===== config.mk =====
export PLATFORM = sky130hd
export DESIGN_NAME = coeff_ramp16_flat
export DESIGN_NICKNAME = d
export VERILOG_FILES = /design/src/rtl/coeff_ramp16_pkg.sv /design/src/rtl/coeff_ramp16_if.sv /design/src/rtl/coeff_ramp16_step.sv /design/src/rtl/coeff_ramp16.sv /design/src/flat_wrapper.sv
export SDC_FILE = /design/constraint.sdc
export NUM_CORES = 2
export LEC_CHECK = 0
export ABC_CLOCK_PERIOD_IN_PS = 17900
export CAP_MARGIN = 15
export CELL_PAD_IN_SITES_DETAIL_PLACEMENT = 0
export CELL_PAD_IN_SITES_GLOBAL_PLACEMENT = 2
export CORE_ASPECT_RATIO = 0.9
export CORE_MARGIN = 5
export CORE_UTILIZATION = 37
export CTS_CLUSTER_DIAMETER = 40
export CTS_CLUSTER_SIZE = 14
export DETAILED_ROUTE_END_ITERATION = 12
export PLACE_DENSITY_LB_ADDON = 0.1
export SLEW_MARGIN = 20
export SYNTH_ARGS = -nofsm -noshare
export SYNTH_HDL_FRONTEND = slang
export SYNTH_SLANG_ARGS = --single-unit
export TNS_END_PERCENT = 1

===== constraint.sdc =====
create_clock -name clk -period 17.9 [get_ports clk]
set_input_delay 3.58 -clock clk [delete_from_list [all_inputs] [get_ports clk]]
set_output_delay 3.58 -clock clk [all_outputs]
set_load 0.005 [all_outputs]

===== src/rtl/coeff_ramp16_pkg.sv =====
// Shared constants and FSM encoding for the coefficient ramp engine.
package coeff_ramp16_pkg;
  localparam int NCH     = 16;
  localparam int COEFF_W = 16;
  localparam int COEFF_Q = 14;
  localparam int STEP    = 64;
  localparam int NSLOT   = 2 * NCH;
  localparam int SLOT_W  = $clog2(NSLOT);

  typedef enum logic [1:0] {
    S_IDLE   = 2'd0,
    S_SWEEP  = 2'd1,
    S_FINISH = 2'd2
  } ramp_state_e;
endpackage


===== src/rtl/coeff_ramp16_if.sv =====
// Coefficient bus between calculator/control and the ramp engine.
interface coeff_ramp16_if;
  import coeff_ramp16_pkg::*;

  logic                     coeff_done;
  logic [NCH*COEFF_W-1:0]   tgtL_flat;
  logic [NCH*COEFF_W-1:0]   tgtR_flat;
  logic                     sample_tick;
  logic                     snap;
  logic [NCH*COEFF_W-1:0]   gL_flat;
  logic [NCH*COEFF_W-1:0]   gR_flat;
  logic                     busy;
  logic                     settled;
  logic                     overrun;

  modport master (
    output coeff_done, tgtL_flat, tgtR_flat, sample_tick, snap,
    input  gL_flat, gR_flat, busy, settled, overrun
  );

  modport slave (
    input  coeff_done, tgtL_flat, tgtR_flat, sample_tick, snap,
    output gL_flat, gR_flat, busy, settled, overrun
  );
endinterface


===== src/rtl/coeff_ramp16_step.sv =====
// One slew step: move cur toward tgt by at most STEP, never past tgt.
module coeff_step_toward #(
  parameter int COEFF_W = 16,
  parameter int STEP    = 64
) (
  input  logic signed [COEFF_W-1:0] cur,
  input  logic signed [COEFF_W-1:0] tgt,
  output logic signed [COEFF_W-1:0] nxt,
  output logic                      changed
);
  localparam logic signed [COEFF_W:0] STEP_X = (COEFF_W+1)'(STEP);

  logic signed [COEFF_W:0] d, mag, sum;

  // Difference is one bit wider so full-scale spans cannot wrap.
  always_comb begin
    d   = {tgt[COEFF_W-1], tgt} - {cur[COEFF_W-1], cur};
    mag = d[COEFF_W] ? -d : d;
    sum = {cur[COEFF_W-1], cur} + (d[COEFF_W] ? -STEP_X : STEP_X);
    if (mag <= STEP_X) nxt = tgt;
    else               nxt = sum[COEFF_W-1:0];
    changed = (nxt != cur);
  end
endmodule


===== src/rtl/coeff_ramp16.sv =====
// Slews 32 live mixer coefficients toward loaded targets, one slot per clock per sample tick.
module coeff_ramp16
  import coeff_ramp16_pkg::*;
(
  input  logic           clk,
  input  logic           rst_n,
  coeff_ramp16_if.slave  bus
);
  localparam logic [SLOT_W-1:0] LAST_SLOT = SLOT_W'(NSLOT - 1);

  logic signed [COEFF_W-1:0] live   [NSLOT];
  logic signed [COEFF_W-1:0] tgt    [NSLOT];
  logic signed [COEFF_W-1:0] tgt_in [NSLOT];
  logic signed [COEFF_W-1:0] step_nxt;
  logic                      step_chg;
  logic [SLOT_W-1:0]         slot;
  ramp_state_e               state, state_d;
  logic                      pending, changed, load_seen, settled_q, overrun_q, enter;

  for (genvar k = 0; k < NCH; k++) begin : g_ch
    assign tgt_in[k]       = bus.tgtL_flat[k*COEFF_W +: COEFF_W];
    assign tgt_in[NCH + k] = bus.tgtR_flat[k*COEFF_W +: COEFF_W];
    assign bus.gL_flat[k*COEFF_W +: COEFF_W] = live[k];
    assign bus.gR_flat[k*COEFF_W +: COEFF_W] = live[NCH + k];
  end

  coeff_step_toward #(.COEFF_W(COEFF_W), .STEP(STEP)) u_step (
    .cur     (live[slot]),
    .tgt     (tgt[slot]),
    .nxt     (step_nxt),
    .changed (step_chg)
  );

  always_comb begin
    state_d = state;
    unique case (state)
      S_IDLE:   if (bus.sample_tick) state_d = S_SWEEP;
      S_SWEEP:  if (slot == LAST_SLOT) state_d = S_FINISH;
      S_FINISH: state_d = (pending || bus.sample_tick) ? S_SWEEP : S_IDLE;
      default:  state_d = S_IDLE;
    endcase
    if (bus.snap) state_d = S_IDLE;
  end

  assign enter = (state_d == S_SWEEP) && (state != S_SWEEP);

  always_ff @(posedge clk) begin
    if (!rst_n) state <= S_IDLE;
    else        state <= state_d;
  end

  always_ff @(posedge clk) begin
    if (!rst_n) begin
      for (int k = 0; k < NSLOT; k++) begin
        live[k] <= '0;
        tgt[k]  <= '0;
      end
      slot      <= '0;
      pending   <= 1'b0;
      changed   <= 1'b0;
      load_seen <= 1'b0;
      settled_q <= 1'b1;
      overrun_q <= 1'b0;
    end else begin
      if (bus.coeff_done)
        for (int k = 0; k < NSLOT; k++) tgt[k] <= tgt_in[k];

      if (bus.snap) begin
        // Freshly arriving targets win over the stored ones on a combined snap+load.
        for (int k = 0; k < NSLOT; k++) live[k] <= bus.coeff_done ? tgt_in[k] : tgt[k];
        pending   <= 1'b0;
        settled_q <= 1'b1;
        load_seen <= 1'b0;
      end else begin
        if (state == S_SWEEP) begin
          live[slot] <= step_nxt;
          if (step_chg) changed <= 1'b1;
          slot <= slot + 1'b1;
          if (bus.sample_tick) begin
            if (pending) overrun_q <= 1'b1;
            else         pending   <= 1'b1;
          end
        end
        if (state == S_FINISH) begin
          settled_q <= !changed && !load_seen;
          if (bus.sample_tick && pending) overrun_q <= 1'b1;
          pending <= 1'b0;
        end
        if (enter) begin
          slot      <= '0;
          changed   <= 1'b0;
          load_seen <= 1'b0;
        end
        // A load that coincides with sweep entry is fully covered by that sweep.
        if (bus.coeff_done) begin
          settled_q <= 1'b0;
          if (!enter) load_seen <= 1'b1;
        end
      end
    end
  end

  assign bus.busy    = (state != S_IDLE);
  assign bus.settled = settled_q;
  assign bus.overrun = overrun_q;
endmodule

===== src/flat_wrapper.sv =====
// flat-port wrapper written by rule: the top's interface ports become plain ports
module coeff_ramp16_flat import coeff_ramp16_pkg::*;
  (clk, rst_n, bus_coeff_done, bus_tgtL_flat, bus_tgtR_flat, bus_sample_tick, bus_snap, bus_gL_flat, bus_gR_flat, bus_busy, bus_settled, bus_overrun);
  coeff_ramp16_if bus_i ();
  input  logic clk;
  input  logic rst_n;
  input wire logic [$bits(bus_i.coeff_done)-1:0] bus_coeff_done;
  input wire logic [$bits(bus_i.tgtL_flat)-1:0] bus_tgtL_flat;
  input wire logic [$bits(bus_i.tgtR_flat)-1:0] bus_tgtR_flat;
  input wire logic [$bits(bus_i.sample_tick)-1:0] bus_sample_tick;
  input wire logic [$bits(bus_i.snap)-1:0] bus_snap;
  output wire logic [$bits(bus_i.gL_flat)-1:0] bus_gL_flat;
  output wire logic [$bits(bus_i.gR_flat)-1:0] bus_gR_flat;
  output wire logic [$bits(bus_i.busy)-1:0] bus_busy;
  output wire logic [$bits(bus_i.settled)-1:0] bus_settled;
  output wire logic [$bits(bus_i.overrun)-1:0] bus_overrun;
  assign bus_i.coeff_done = bus_coeff_done;
  assign bus_i.tgtL_flat = bus_tgtL_flat;
  assign bus_i.tgtR_flat = bus_tgtR_flat;
  assign bus_i.sample_tick = bus_sample_tick;
  assign bus_i.snap = bus_snap;
  assign bus_gL_flat = bus_i.gL_flat;
  assign bus_gR_flat = bus_i.gR_flat;
  assign bus_busy = bus_i.busy;
  assign bus_settled = bus_i.settled;
  assign bus_overrun = bus_i.overrun;
  coeff_ramp16 u_core (.clk(clk), .rst_n(rst_n), .bus(bus_i));
endmodule

==> flow_summary.json <==
{
  "status": "finished, final reports clean",
  "seqCellArea_sq_um": 31100,
  "synth-seq-cells": 1041,
  "critPathLaunchType": "register",
  "maxCapViolations": 0,
  "cts_inserted_buffers": 166,
  "grt_remaining_overflow": 0,
  "dp_hpwl_microns": 200000,
  "drt-wirelength-per-cell_microns": 40.3,
  "routed-via-count": 44032,
  "io_pins": 1032,
  "setup_violations": 0,
  "skew_ns": 0.0360,
  "n_fill_cell": 12817,
  "cts_setup_buffers": 0,
  "cellPowerDensity_nw_per_um2": 109,
  "synth_cell_types": 72,
  "ys.flop_type": "edfxtp_1",
  "syn_inst": 3830,
  "grt_pass1_wl_microns": 370000,
  "fp.coreArea_sq_um": 146000,
  "viasPerCell": 6.40,
  "grt_util_all_layers_pct": 34.3,
  "root_buffer": "clkbuf_16",
  "die_w_microns": 415,
  "async_flop_share_pct": 0,
  "ys_warn_count": 0,
  "drc": 0,
  "drt-initial-drc-count": 6682,
  "hold_path_class": "reg2reg",
  "fp-row-count": 133,
  "syn_nets": 4379,
  "p_leak_nw": 26.7,
  "numPortBuffers": 1031,
  "synth_area_sq_um": 54600,
  "drive_gt1_share_pct": 16.5,
  "synth_area_per_cell_sq_um": 14.3,
  "die_y_microns": 374,
  "worst-path-max-fanout": 85,
  "grt_pass1_vias": 41530,
  "synthToLayoutAreaGrowth_pct": 32.9,
  "clock_latency_ns": 0.80,
  "synthTopCellsByArea": "edfxtp_1, mux4_2, mux2i_1",
  "cp_data_required_time_ns": 18.38,
  "tightestPinTransition_ns": 1.32,
  "period_minus_slack_ns": 9.52,
  "synth_common_cells": "edfxtp_1, mux2i_1, mux4_2",
  "wl_microns": 277000,
  "yosysSeqAreaShare_pct": 57.0,
  "cts_resized": 0,
  "yosysTopAreaCellShare_pct": 56.3,
  "rsz0062_at_grt": "false",
  "multi_input_area_sq_um": 21900,
  "clockBufferDepth": 3,
  "clkTransAtPathRegs_ns": 0.05,
  "slew_headroom_pct": 12.2,
  "cts_tree": "yes",
  "setup_tns_ns": 0,
  "ctsHoldBuffers": 0,
  "htree_levels": 4,
  "final_nets": 5260,
  "synth_top_area_cell": "edfxtp_1",
  "cp.arrival_ns": 10.00,
  "fin_hold_ws_ns": 0.459,
  "dr.pass1.iters": 8,
  "die-area_sq_um": 155000,
  "hold_violations": 0,
  "antenna_left": 0,
  "synth_edf_count": 1024,
  "worstSetupEndpointType": "register",
  "critPathKind": "reg2reg",
  "gp_congestion": 0.934,
  "start_util_pct": 37.3,
  "grt_max_degree": 195,
  "peakVddDrop_mv": 0.0911,
  "maxSlewViolCount": 0,
  "synthMostInstantiatedCell": "edfxtp_1",
  "min_period_over_period_pct": 53.2,
  "antenna_found_initial": 132,
  "cts.sinks": 1041,
  "max_freq_mhz": 105
}
==> final cells by class <==
cell class / instances / share of cell area (%)
Clock buffer: 181 / 5.92
Multi-Input combinational cell: 2359 / 30.2
Timing Repair Buffer: 1113 / 15.2
Inverter: 30 / 0.166
Tap cell: 1957 / 3.37
Clock inverter: 127 / 2.00
Sequential cell: 1041 / 42.9
Antenna cell: 73 / 0.252
==> final timing paths <==
check                             end               start  cells past startpoint  slack (ns)
hold / removal     u_core.bus.overrun  u_core.bus.overrun                      1        0.46
setup / recovery  u_core.live[14][12]            register                     24        8.38
hold reg to reg    u_core.bus.overrun  u_core.bus.overrun                      1        0.46
setup reg to reg  u_core.live[14][12]            register                     24        8.38
==> power by group <==
part	internal [mW]	switching (mW)	leakage (nW)
combinational	0.580	0.877	12.7
sequential	2.91	0.166	11.2
clock	2.09	1.30	2.78
total	5.58	2.34	26.7
==> cell families after synthesis <==
| family | count (synthesis) | share of synthesized area [%] |
|---|---|---|
| AO/OA/AOI/OAI | 797 | 9.61 |
| adder cells (fa/ha/maj) | 32 | 0.761 |
| XOR/XNOR | 34 | 0.546 |
| multiplexers | 709 | 20.6 |
| buffers and inverters | 430 | 3.23 |
| AND/OR/NAND/NOR | 787 | 8.31 |
| flip-flops | 1041 | 57.0 |
==> sequential cells by signal, indices dropped and copies added (netlist names), named ones only <==
register	count
u_core.live	512
u_core.tgt	512
u_core.slot	5
u_core.state	2
u_core.bus.overrun	1
u_core.bus.settled	1
u_core.changed	1
u_core.load_seen	1
u_core.pending	1
==> cells in the final DEF (no fill, tap or decap), types with 19 or more instances in the layout <==
master / synthesis / layout
a21oi_1: 186 / 186
a221oi_1: 165 / 165
and2_1: 230 / 229
and3_1: 299 / 299
buf_4: 16 / 73
bufinv_16: 0 / 23
clkbuf_16: 0 / 170
clkdlybuf4s50_1: 0 / 1029
clkinv_2: 0 / 30
clkinvlp_4: 0 / 19
diode_2: 0 / 73
edfxtp_1: 1024 / 1024
ha_1: 30 / 30
inv_1: 30 / 29
mux2_2: 61 / 61
mux2i_1: 323 / 322
mux4_2: 319 / 319
nand2_1: 97 / 94
nand3_1: 62 / 62
nor2_1: 36 / 28
o21ai_0: 54 / 53
o21ai_1: 24 / 23
o22ai_1: 290 / 290
xnor2_1: 21 / 21
==> layer usage <==
layer / part of all wire, % / GRT usage, % / wire length, microns
met5: 0.097 / 0 / 270
met4: 4.8 / 16.2 / 13400
met3: 11 / 10.5 / 30900
met2: 45 / 51.3 / 125000
met1: 39 / 45.9 / 107000
==> worst max-delay path, stage by stage (launching register included) <==
cell and delay, ns:
dfxtp_4 0.74, buf_12 0.64, buf_12 0.61, mux4_2 0.73, mux4_2 0.55, mux2i_1 0.23, inv_1 0.15, fa_1 0.49
a211oi_1 0.40, o211ai_1 0.24, a31oi_1 0.45, and3b_1 0.25, a21oi_1 0.12, buf_4 0.28, inv_1 0.16, fa_1 0.47
nor2b_1 0.15, o21ai_0 0.09, nand2b_1 0.12, a21oi_1 0.08, o21ai_0 0.28, xor2_1 0.26, mux2i_4 0.80, buf_4 0.49
o22ai_1 0.16
==> metrics by stage <==
stage / instance area (sq um) / power, mW / std cells / util [%] / setup slack (ns)
after floorplan: 54600 / 3.71 / 3830 / - / 3.12
after global placement: 66600 / 4.55 / 6500 / 45.5 / 8.31
after detailed placement: 66600 / 4.55 / 6500 / 45.5 / 8.34
after CTS: 72400 / 7.91 / 6808 / 49.4 / 8.30
after global routing: 72500 / 8.11 / 6861 / 49.5 / 7.89
final: 72600 / 7.92 / 6881 / 49.5 / 8.38
(Power assumes the default switching activity.)
